<file path="src/rtl/fetch_pkg.sv">
// Shared types and constants for the instruction fetch stage.
package fetch_pkg;

  localparam int unsigned WORD_W = 32;
  localparam logic [WORD_W-1:0] DEFAULT_RESET_PC = 32'h0;

  typedef enum logic [1:0] {
    FETCH,
    WAIT,
    DISCARD
  } fetch_state_e;

  typedef struct packed {
    logic [WORD_W-1:0] pc;
    logic [WORD_W-1:0] instr;
  } fetch_entry_t;

endpackage

</file>
<file path="src/rtl/instr_fetch_unit_if.sv">
// Instruction-memory, redirect and core-side handshake bundle of the fetch stage.
interface instr_fetch_unit_if;
  import fetch_pkg::*;

  logic              imem_req;
  logic [WORD_W-1:0] imem_addr;
  logic              imem_gnt;
  logic              imem_rvalid;
  logic [WORD_W-1:0] imem_rdata;
  logic              redirect_valid;
  logic [WORD_W-1:0] redirect_pc;
  logic              instr_valid;
  logic              instr_ready;
  logic [WORD_W-1:0] instr;
  logic [WORD_W-1:0] instr_pc;

  modport master (
    output imem_req, imem_addr,
    input  imem_gnt, imem_rvalid, imem_rdata,
    input  redirect_valid, redirect_pc,
    output instr_valid, instr, instr_pc,
    input  instr_ready
  );

  modport slave (
    input  imem_req, imem_addr,
    output imem_gnt, imem_rvalid, imem_rdata,
    output redirect_valid, redirect_pc,
    input  instr_valid, instr, instr_pc,
    output instr_ready
  );

endinterface

</file>
<file path="src/rtl/fetch_fifo.sv">
// Prefetch FIFO of {pc, instr} pairs; flush overrides push and pop in the same cycle.
module fetch_fifo
  import fetch_pkg::*;
#(
  parameter int unsigned DEPTH = 4
) (
  input  logic                   clock,
  input  logic                   reset_n,
  input  logic                   push,
  input  fetch_entry_t           push_data,
  input  logic                   pop,
  input  logic                   flush,
  output logic [$clog2(DEPTH):0] count,
  output logic                   head_valid,
  output fetch_entry_t           head_data
);

  localparam int unsigned PTR_W = $clog2(DEPTH);
  localparam int unsigned CNT_W = PTR_W + 1;

  fetch_entry_t     mem_q [DEPTH];
  logic [PTR_W-1:0] wr_ptr_q;
  logic [PTR_W-1:0] rd_ptr_q;
  logic [CNT_W-1:0] count_q;
  logic             push_en;
  logic             pop_en;

  assign push_en = push && (count_q < CNT_W'(DEPTH));
  assign pop_en  = pop && (count_q != '0);

  always_ff @(posedge clock or negedge reset_n) begin
    if (!reset_n) begin
      for (int unsigned i = 0; i < DEPTH; i++) begin
        mem_q[i] <= '0;
      end
      wr_ptr_q <= '0;
      rd_ptr_q <= '0;
      count_q  <= '0;
    end else if (flush) begin
      wr_ptr_q <= '0;
      rd_ptr_q <= '0;
      count_q  <= '0;
    end else begin
      if (push_en) begin
        mem_q[wr_ptr_q] <= push_data;
        wr_ptr_q        <= wr_ptr_q + 1'b1;
      end
      if (pop_en) begin
        rd_ptr_q <= rd_ptr_q + 1'b1;
      end
      count_q <= count_q + CNT_W'(push_en) - CNT_W'(pop_en);
    end
  end

  assign count      = count_q;
  assign head_valid = (count_q != '0);
  assign head_data  = mem_q[rd_ptr_q];

endmodule

</file>
<file path="src/rtl/instr_fetch_unit.sv">
// Fetch stage: owns the fetch PC, issues single-outstanding imem requests and
// buffers responses in a prefetch FIFO feeding the core; redirects flush everything.
module instr_fetch_unit
  import fetch_pkg::*;
#(
  parameter int unsigned       DEPTH    = 4,
  parameter logic [WORD_W-1:0] RESET_PC = DEFAULT_RESET_PC
) (
  input logic                clock,
  input logic                reset_n,
  instr_fetch_unit_if.master bus
);

  localparam int unsigned CNT_W = $clog2(DEPTH) + 1;

  fetch_state_e      state_q;
  logic [WORD_W-1:0] fetch_pc_q;
  logic [WORD_W-1:0] req_pc_q;
  logic              req_q;

  logic [CNT_W-1:0]  count;
  logic [CNT_W-1:0]  next_count;
  logic              granted;
  logic              push;
  logic              pop;
  logic              flush;
  logic              room_next;
  logic              head_valid;
  fetch_entry_t      push_entry;
  fetch_entry_t      head;

  assign granted = req_q && bus.imem_gnt;
  assign flush   = bus.redirect_valid;
  assign push    = (state_q == WAIT) && bus.imem_rvalid && !flush;
  assign pop     = head_valid && bus.instr_ready;

  // Occupancy after this edge; the registered request looks one cycle ahead.
  always_comb begin
    next_count = count;
    if (flush) begin
      next_count = '0;
    end else begin
      next_count = count + CNT_W'(push) - CNT_W'(pop);
    end
  end

  assign room_next = (next_count < CNT_W'(DEPTH));

  always_ff @(posedge clock or negedge reset_n) begin
    if (!reset_n) begin
      state_q    <= FETCH;
      fetch_pc_q <= RESET_PC;
      req_pc_q   <= RESET_PC;
      req_q      <= 1'b0;
    end else if (flush) begin
      fetch_pc_q <= bus.redirect_pc;
      unique case (state_q)
        FETCH: begin
          // A request granted alongside the redirect still owes a stale response.
          state_q <= granted ? DISCARD : FETCH;
          req_q   <= !granted;
        end
        WAIT, DISCARD: begin
          state_q <= bus.imem_rvalid ? FETCH : DISCARD;
          req_q   <= bus.imem_rvalid;
        end
        default: begin
          state_q <= FETCH;
          req_q   <= 1'b0;
        end
      endcase
    end else begin
      unique case (state_q)
        FETCH: begin
          if (granted) begin
            fetch_pc_q <= fetch_pc_q + 32'd1;
            req_pc_q   <= fetch_pc_q;
            state_q    <= WAIT;
            req_q      <= 1'b0;
          end else begin
            req_q <= room_next;
          end
        end
        WAIT, DISCARD: begin
          if (bus.imem_rvalid) begin
            state_q <= FETCH;
            req_q   <= room_next;
          end
        end
        default: begin
          state_q <= FETCH;
          req_q   <= 1'b0;
        end
      endcase
    end
  end

  assign push_entry = '{pc: req_pc_q, instr: bus.imem_rdata};

  fetch_fifo #(
    .DEPTH(DEPTH)
  ) u_fifo (
    .clock     (clock),
    .reset_n   (reset_n),
    .push      (push),
    .push_data (push_entry),
    .pop       (pop),
    .flush     (flush),
    .count     (count),
    .head_valid(head_valid),
    .head_data (head)
  );

  assign bus.imem_req    = req_q;
  assign bus.imem_addr   = fetch_pc_q;
  assign bus.instr_valid = head_valid;
  assign bus.instr       = head.instr;
  assign bus.instr_pc    = head.pc;

endmodule

</file>
<file path="src/flat_wrapper.sv">
// flat-port wrapper written by rule: the top's interface ports become plain ports
module instr_fetch_unit_flat import fetch_pkg::*;
#(
  parameter int unsigned       DEPTH    = 4,
  parameter logic [WORD_W-1:0] RESET_PC = DEFAULT_RESET_PC
)
  (clock, reset_n, bus_imem_req, bus_imem_addr, bus_imem_gnt, bus_imem_rvalid, bus_imem_rdata, bus_redirect_valid, bus_redirect_pc, bus_instr_valid, bus_instr, bus_instr_pc, bus_instr_ready);
  instr_fetch_unit_if bus_i ();
  input logic clock;
  input logic reset_n;
  output wire logic [$bits(bus_i.imem_req)-1:0] bus_imem_req;
  output wire logic [$bits(bus_i.imem_addr)-1:0] bus_imem_addr;
  input wire logic [$bits(bus_i.imem_gnt)-1:0] bus_imem_gnt;
  input wire logic [$bits(bus_i.imem_rvalid)-1:0] bus_imem_rvalid;
  input wire logic [$bits(bus_i.imem_rdata)-1:0] bus_imem_rdata;
  input wire logic [$bits(bus_i.redirect_valid)-1:0] bus_redirect_valid;
  input wire logic [$bits(bus_i.redirect_pc)-1:0] bus_redirect_pc;
  output wire logic [$bits(bus_i.instr_valid)-1:0] bus_instr_valid;
  output wire logic [$bits(bus_i.instr)-1:0] bus_instr;
  output wire logic [$bits(bus_i.instr_pc)-1:0] bus_instr_pc;
  input wire logic [$bits(bus_i.instr_ready)-1:0] bus_instr_ready;
  assign bus_imem_req = bus_i.imem_req;
  assign bus_imem_addr = bus_i.imem_addr;
  assign bus_i.imem_gnt = bus_imem_gnt;
  assign bus_i.imem_rvalid = bus_imem_rvalid;
  assign bus_i.imem_rdata = bus_imem_rdata;
  assign bus_i.redirect_valid = bus_redirect_valid;
  assign bus_i.redirect_pc = bus_redirect_pc;
  assign bus_instr_valid = bus_i.instr_valid;
  assign bus_instr = bus_i.instr;
  assign bus_instr_pc = bus_i.instr_pc;
  assign bus_i.instr_ready = bus_instr_ready;
  instr_fetch_unit #(.DEPTH(DEPTH), .RESET_PC(RESET_PC)) u_core (.clock(clock), .reset_n(reset_n), .bus(bus_i));
endmodule
</file>
<file path="config.mk">
export PLATFORM = sky130hd
export DESIGN_NAME = instr_fetch_unit_flat
export DESIGN_NICKNAME = d
export VERILOG_FILES = /design/src/rtl/fetch_pkg.sv /design/src/rtl/instr_fetch_unit_if.sv /design/src/rtl/fetch_fifo.sv /design/src/rtl/instr_fetch_unit.sv /design/src/flat_wrapper.sv
export SDC_FILE = /design/constraint.sdc
export NUM_CORES = 1
export LEC_CHECK = 0
export CAP_MARGIN = 20
export CORE_MARGIN = 1
export CORE_UTILIZATION = 35
export CTS_CLUSTER_DIAMETER = 150
export DETAILED_ROUTE_END_ITERATION = 16
export PLACE_DENSITY = 0.56
export SYNTH_ARGS = -nofsm -noshare
export SYNTH_HDL_FRONTEND = slang
export SYNTH_HIERARCHICAL = 1
export SYNTH_SLANG_ARGS = --single-unit
export TNS_END_PERCENT = 100
</file>
<file path="constraint.sdc">
create_clock -name clock -period 2.5 [get_ports clock]
set_input_delay 0.75 -clock clock [delete_from_list [all_inputs] [get_ports clock]]
set_output_delay 0.75 -clock clock [all_outputs]
set_load 0.01 [all_outputs]
</file>
==> results of run 1 <==
[routing by layer]
layer,GRT usage,routed length [um],vias up
met5,0,0,-
met4,0.0357,516,0
met3,0.0419,1880,44
met2,0.269,17500,213
met1,0.238,17600,4956
li1,-,-,4227
[what timing repair did]
action	in CTS	in global routing
pin swaps	0	2
cloned	4	0
hold endpoints to repair	0	0
setup endpoints to repair	65	66
hold buffers	0	0
setup buffers	21	0
resized for setup	319	27
[metrics by stage]
step | std cells | area, um^2
2_1_floorplan | 995 | 15700
3_3_place_gp | 1784 | 18500
3_5_place_dp | 1784 | 18500
4_1_cts | 1875 | 20100
5_1_grt | 1871 | 20200
6_report | 1871 | 20200
[layout make-up]
class	count	area (um^2)
Multi-Input combinational cell	583	6720
Inverter	18	72.6
Clock inverter	12	175
Sequential cell	330	8270
Timing Repair Buffer	282	3090
Fill cell	3924	24000
Tap cell	592	741
Clock buffer	54	1110
[worst reg2reg max path, cell delays in order, from the launching register on]
cell and delay (ns):
dfrtp_1 0.39, or3_4 0.42, and2_4 0.16, o31a_2 0.14, ha_4 0.25, inv_2 0.06, ha_4 0.11, inv_2 0.03
fa_2 0.35, xor2_1 0.16, and2_4 0.16, nor3_2 0.13
[final timing paths]
check | end | start | depth (start not counted) | slack [ns]
setup / recovery | bus_instr[26] | u_core/u_fifo/rd_ptr_q[0] | 5 | -0.33
hold / removal | u_core/u_fifo/mem_q[151] | reset_n | 1 | 0.13
setup reg to reg | u_core/u_fifo/count[2] | u_core/u_fifo/count[0] | 11 | 0.08
hold reg to reg | u_core/u_fifo/mem_q[115] | u_core/u_fifo/mem_q[115] | 1 | 0.50
max in group asynchronous | u_core/u_fifo/mem_q[114] | reset_n | 2 | 1.58
min in group clock | u_core/u_fifo/mem_q[115] | u_core/u_fifo/mem_q[115] | 1 | 0.50
[sequential cells by signal, summed over array words and instances (netlist names)]
register,flops
u_core/state_q,2
u_core/req_pc_q,32
u_core/bus.imem_addr,32
u_core/u_fifo/mem_q,256
u_core/bus.imem_req,1
u_core/u_fifo/rd_ptr_q,2
u_core/u_fifo/wr_ptr_q,2
u_core/u_fifo/count,3
[power breakdown]
group          internal, mW  switching (mW)
clock                  3.51            2.23
sequential             6.17           0.747
combinational          2.26            1.47
[cell families after synthesis]
family | Yosys count | share of synthesized area
AO/OA/AOI/OAI | 69 | 0.0290
multiplexers | 349 | 0.325
buffers and inverters | 82 | 0.0494
XOR/XNOR | 14 | 0.00783
AND/OR/NAND/NOR | 138 | 0.0504
flip-flops | 330 | 0.527
adder cells (fa/ha/maj) | 13 | 0.0109
[cells in the mapped netlist (all sizes together) (4+ instances only)]
cell,number
or4,22
nand4,14
a31oi,19
nor2,25
inv,17
and4,4
o31ai,17
o21ai,17
mux4,64
xnor2,8
nand2,29
nand2b,4
nor3b,5
buf,44
nand3,18
ha,12
mux2,283
clkbuf,20
dfrtp,330
and2,4
xor2,6
==> flow_metrics.env, run 1 <==
export IMPL_power_leakage_nw=8.98
export IMPL_synthDominantCellAreaShare=0.527
export IMPL_grt_pass1_vias=10100
export IMPL_worst_slack_ns=-0.325
export IMPL_power_total_mw=16.4
export IMPL_synth_area_per_cell_um2=15.7
export IMPL_grt_use_total=0.171
export IMPL_yosysWarnings=6
export IMPL_layout_common_cells="327 x dfrtp_1, 163 x mux2_2, 120 x mux2_4, 100 x clkdlybuf4s50_1, 70 x buf_4"
export IMPL_clock_path_buffers=3
export IMPL_synth_edf_count=0
export IMPL_h_tree_depth=2
export IMPL_slowest_delay_ns=0.52
export IMPL_slew_viol_final=0
export IMPL_dieArea_um2=45600
export IMPL_max_freq_ghz=0.354
export IMPL_async_reset_ff_frac=1.00
export IMPL_drive_gt1_frac=0.479
export IMPL_antenna_found_initial=0
export IMPL_hold_path_class="input port to asynchronous set/reset pin"
export IMPL_cts_buffers=39
export IMPL_wl_mm=37.5
export IMPL_critPathSlowestCell="dfrtp_4"
export IMPL_design_portCount=168
export IMPL_setup_violations_final=64
export IMPL_fin_skew_ns=0.0217
export IMPL_worstPathMaxFanout=8
export IMPL_synth_area_top_cells="dfrtp_1 53%, mux2_2 12%, mux2_4 12%"
export IMPL_vias=9440
export IMPL_place_ws_ns=-0.384
export IMPL_fin_crit_ns=2.83
export IMPL_yosys_area_top_type="dfrtp_1"
export IMPL_rows=77
export IMPL_maxSlewHeadroom=0.638
export IMPL_area_delta_synth_final_pct=28.8
export IMPL_hold_ws_ns=0.129
export IMPL_postRouteAntennaNets=0
export IMPL_gp_routability_congestion=0.763
export IMPL_cp_buffers_inverters=4
export IMPL_cts_sink_count=330
export IMPL_vias_per_cell=5.05
export IMPL_synth_flop_cell="dfrtp_1"
export IMPL_hold_viol_final=0
export IMPL_cp_start_kind="flip-flop"
export IMPL_fin_util=0.456
export IMPL_drtIter0Drc=543
export IMPL_ys_types=53
export IMPL_nNetsFinal=1337
export IMPL_syn_nets=1078
export IMPL_overflow=0
export IMPL_min_period_over_period=1.13
export IMPL_cp_top_family="buffers and inverters"
export IMPL_rsz0062_at_grt="yes"
export IMPL_hpwl_mm=25.2
export IMPL_root_buffer="clkbuf_16"
export IMPL_cts_tree="built"
export IMPL_clk_latency_ns=0.54
export IMPL_worstPathArrival_ns=2.08
export IMPL_final_common_cell="dfrtp_1"
export IMPL_synth_seq_cells=330
export IMPL_endpoint_kind="output port"
export IMPL_grt_max_degree=61
export IMPL_n_antenna_cell=0
export IMPL_syn_cell_area_um2=15700
export IMPL_coreArea_um2=44200
export IMPL_worst_slew_pin_slew_ns=0.536
export IMPL_violations="setup timing"
export IMPL_grt_pass1_wl_mm=59.4
export IMPL_die_h_um=214
export IMPL_portBuffers=167
export IMPL_powerDensity_nw_per_um2=812
export IMPL_criticalPathCategory="flip-flop to output port"
export IMPL_ir_worst_vdd_mv=0.334
export IMPL_drtPass1Iterations=4
export IMPL_status="finished, violations left"
export IMPL_synthesis_instances=995
export IMPL_cp_data_required_time_ns=1.75
export IMPL_cts_clk_slew_worst_paths_ns=0.06
export IMPL_cp_cell_sequence="buf_4 -> buf_12 -> buf_4 -> mux4_2 -> buf_6"
export IMPL_max_cap_violations=0
export IMPL_worst_path_most_repeated_cell="buf_4"
export IMPL_wl_per_cell_um=20.1
export IMPL_die_w_um=214
export IMPL_synth_seq_area_share=0.527
export IMPL_start_util=0.354
export IMPL_drcViolationCount=0
export IMPL_tns_ns=-15.31
No activity file was read; power rests on OpenSTA's default activity.
==> run 2: changes to the inputs <==
- SETUP_SLACK_MARGIN: default -> 0.5
==> flow_metrics.env, run 2 (synthesized netlist as in run 1, its figures left out) <==
export IMPL_die_h_um=214
export IMPL_violations="setup timing"
export IMPL_final_common_cell="dfrtp_1"
export IMPL_layout_common_cells="303 x dfrtp_1, 256 x mux2_4, 117 x buf_6, 82 x buf_4, 65 x clkdlybuf4s50_1"
export IMPL_nFillCells=3687
export IMPL_drtIter0Drc=516
export IMPL_grt_max_degree=56
export IMPL_combPwrFrac=0.259
export IMPL_largest_register_ffs=256
export IMPL_worstPathMaxFanout=7
export IMPL_maxSlewHeadroom=0.647
export IMPL_cts_buffers=38
export IMPL_drcViolationCount=0
export IMPL_status="finished, violations left"
export IMPL_max_cap_violations=0
export IMPL_swShare=0.275
export IMPL_cts_clk_slew_worst_paths_ns=0.06
export IMPL_hold_ws_ns=0.159
export IMPL_portBuffers=167
export IMPL_slew_viol_final=0
export IMPL_tns_ns=-17.04
export IMPL_endpoint_kind="output port"
export IMPL_wl_mm=44.0
export IMPL_worst_slack_ns=-0.330
export IMPL_gp_routability_congestion=0.783
export IMPL_rows=77
export IMPL_multi_input_area_um2=7430
export IMPL_criticalPathCategory="flip-flop to output port"
export IMPL_final_seq_area_um2=8300
export IMPL_n_antenna_cell=0
export IMPL_vias=9926
export IMPL_fin_util=0.512
export IMPL_cp_start_kind="flip-flop"
export IMPL_start_util=0.354
export IMPL_hpwl_mm=25.6
export IMPL_root_buffer="clkbuf_16"
export IMPL_fin_skew_ns=0.0435
export IMPL_clk_latency_ns=0.58
export IMPL_cts_tree="built"
export IMPL_power_leakage_nw=10.1
export IMPL_postRouteAntennaNets=0
export IMPL_grt_pass1_vias=10500
export IMPL_p_int_mw=12.5
export IMPL_coreArea_um2=44200
export IMPL_powerDensity_nw_per_um2=758
export IMPL_clock_power_share=0.338
export IMPL_nNetsFinal=1444
export IMPL_antenna_found_initial=0
export IMPL_vias_per_cell=5.01
export IMPL_min_period_over_period=1.13
export IMPL_p_switching_mw=4.72
export IMPL_overflow=0
export IMPL_wl_per_cell_um=22.2
export IMPL_drtPass1Iterations=4
export IMPL_fin_crit_ns=2.83
export IMPL_top_register="u_core/u_fifo/mem_q"
export IMPL_max_freq_ghz=0.353
export IMPL_hold_viol_final=0
export IMPL_drive_gt1_frac=0.577
export IMPL_die_w_um=214
export IMPL_dieArea_um2=45600
export IMPL_hold_path_class="input port to asynchronous set/reset pin"
export IMPL_grt_pass1_wl_mm=65.6
export IMPL_rsz0062_at_grt="yes"
export IMPL_reg2reg_slack_ns=0.16
export IMPL_worstPathArrival_ns=2.08
export IMPL_h_tree_depth=2
export IMPL_clock_path_buffers=3
export IMPL_design_portCount=168
export IMPL_cp_data_required_time_ns=1.75
export IMPL_area_delta_synth_final_pct=44.6
export IMPL_cts_sink_count=330
export IMPL_ir_worst_vdd_mv=0.497
export IMPL_place_ws_ns=-0.348
export IMPL_setup_violations_final=64
export IMPL_worst_slew_pin_slew_ns=0.529
export IMPL_seqPwrFrac=0.403
export IMPL_grt_use_total=0.191
==> run 2: worst paths after layout <==
kind,from,endpoint,depth (start not counted)
setup / recovery,u_core/u_fifo/rd_ptr_q[0],bus_instr_pc[15],5
hold / removal,reset_n,u_core/u_fifo/mem_q[212],1
setup reg to reg,u_core/u_fifo/count[1],u_core/u_fifo/count[2],11
hold reg to reg,u_core/u_fifo/mem_q[89],u_core/u_fifo/mem_q[89],1
max in group asynchronous,reset_n,u_core/u_fifo/rd_ptr_q[0],2
min in group clock,u_core/u_fifo/mem_q[89],u_core/u_fifo/mem_q[89],1
==> run 2: cell type report <==
class / instances / share of cell area
Multi-Input combinational cell: 583 / 0.328
Inverter: 18 / 0.00425
Sequential cell: 330 / 0.366
Tap cell: 592 / 0.0327
Clock buffer: 55 / 0.0492
Timing Repair Buffer: 390 / 0.212
Clock inverter: 13 / 0.00812
==> run 2: stage by stage <==
step,area [um^2],total power [mW],cells
final,22700,17.2,1981
after CTS,21700,17.2,1939
after global placement,19100,10.9,1775
after floorplan,16300,9.01,995
after global routing,22700,18.0,1981
after detailed placement,19100,11.0,1775
==> run 2: worst max-delay path: stages (launching register included) <==
cell and delay (ns):
dfrtp_4 0.50, buf_12 0.17, buf_12 0.13, buf_16 0.13
mux4_2 0.46, buf_6 0.15
==> run 2: timing repair <==
action                     CTS  global route
hold buffers                 0             0
hold endpoints to repair     0             0
pin swaps                   22            28
buffers inserted            77            28
cloned                      19            14
setup endpoints to repair  365           356
gates resized for setup    508           101
==> run 2: power groups by stage <==
stage | Clock (mW) | Sequential (mW) | Combinational [mW]
global placement | 0 | 7.02 | 3.92
CTS | 5.96 | 6.91 | 4.29
detailed placement | 0 | 7.04 | 3.97
global route | 6.19 | 7.04 | 4.77
finish | 5.80 | 6.93 | 4.45
floorplan | 0 | 6.80 | 2.21
==> run 2: per-layer routing <==
| layer | part of all wire | GRT usage | up-vias |
|---|---|---|---|
| li1 | - | - | 4455 |
| met1 | 0.47 | 0.270 | 5176 |
| met2 | 0.46 | 0.290 | 235 |
| met3 | 0.049 | 0.0393 | 60 |
| met4 | 0.021 | 0.0648 | 0 |
| met5 | 0 | 0 | - |
==> run 3: changes to the inputs <==
- GPL_ROUTABILITY_DRIVEN: default -> 0
==> results of run 3 <==
No change in the layout: final DEF, timing and power equal those of run 2.
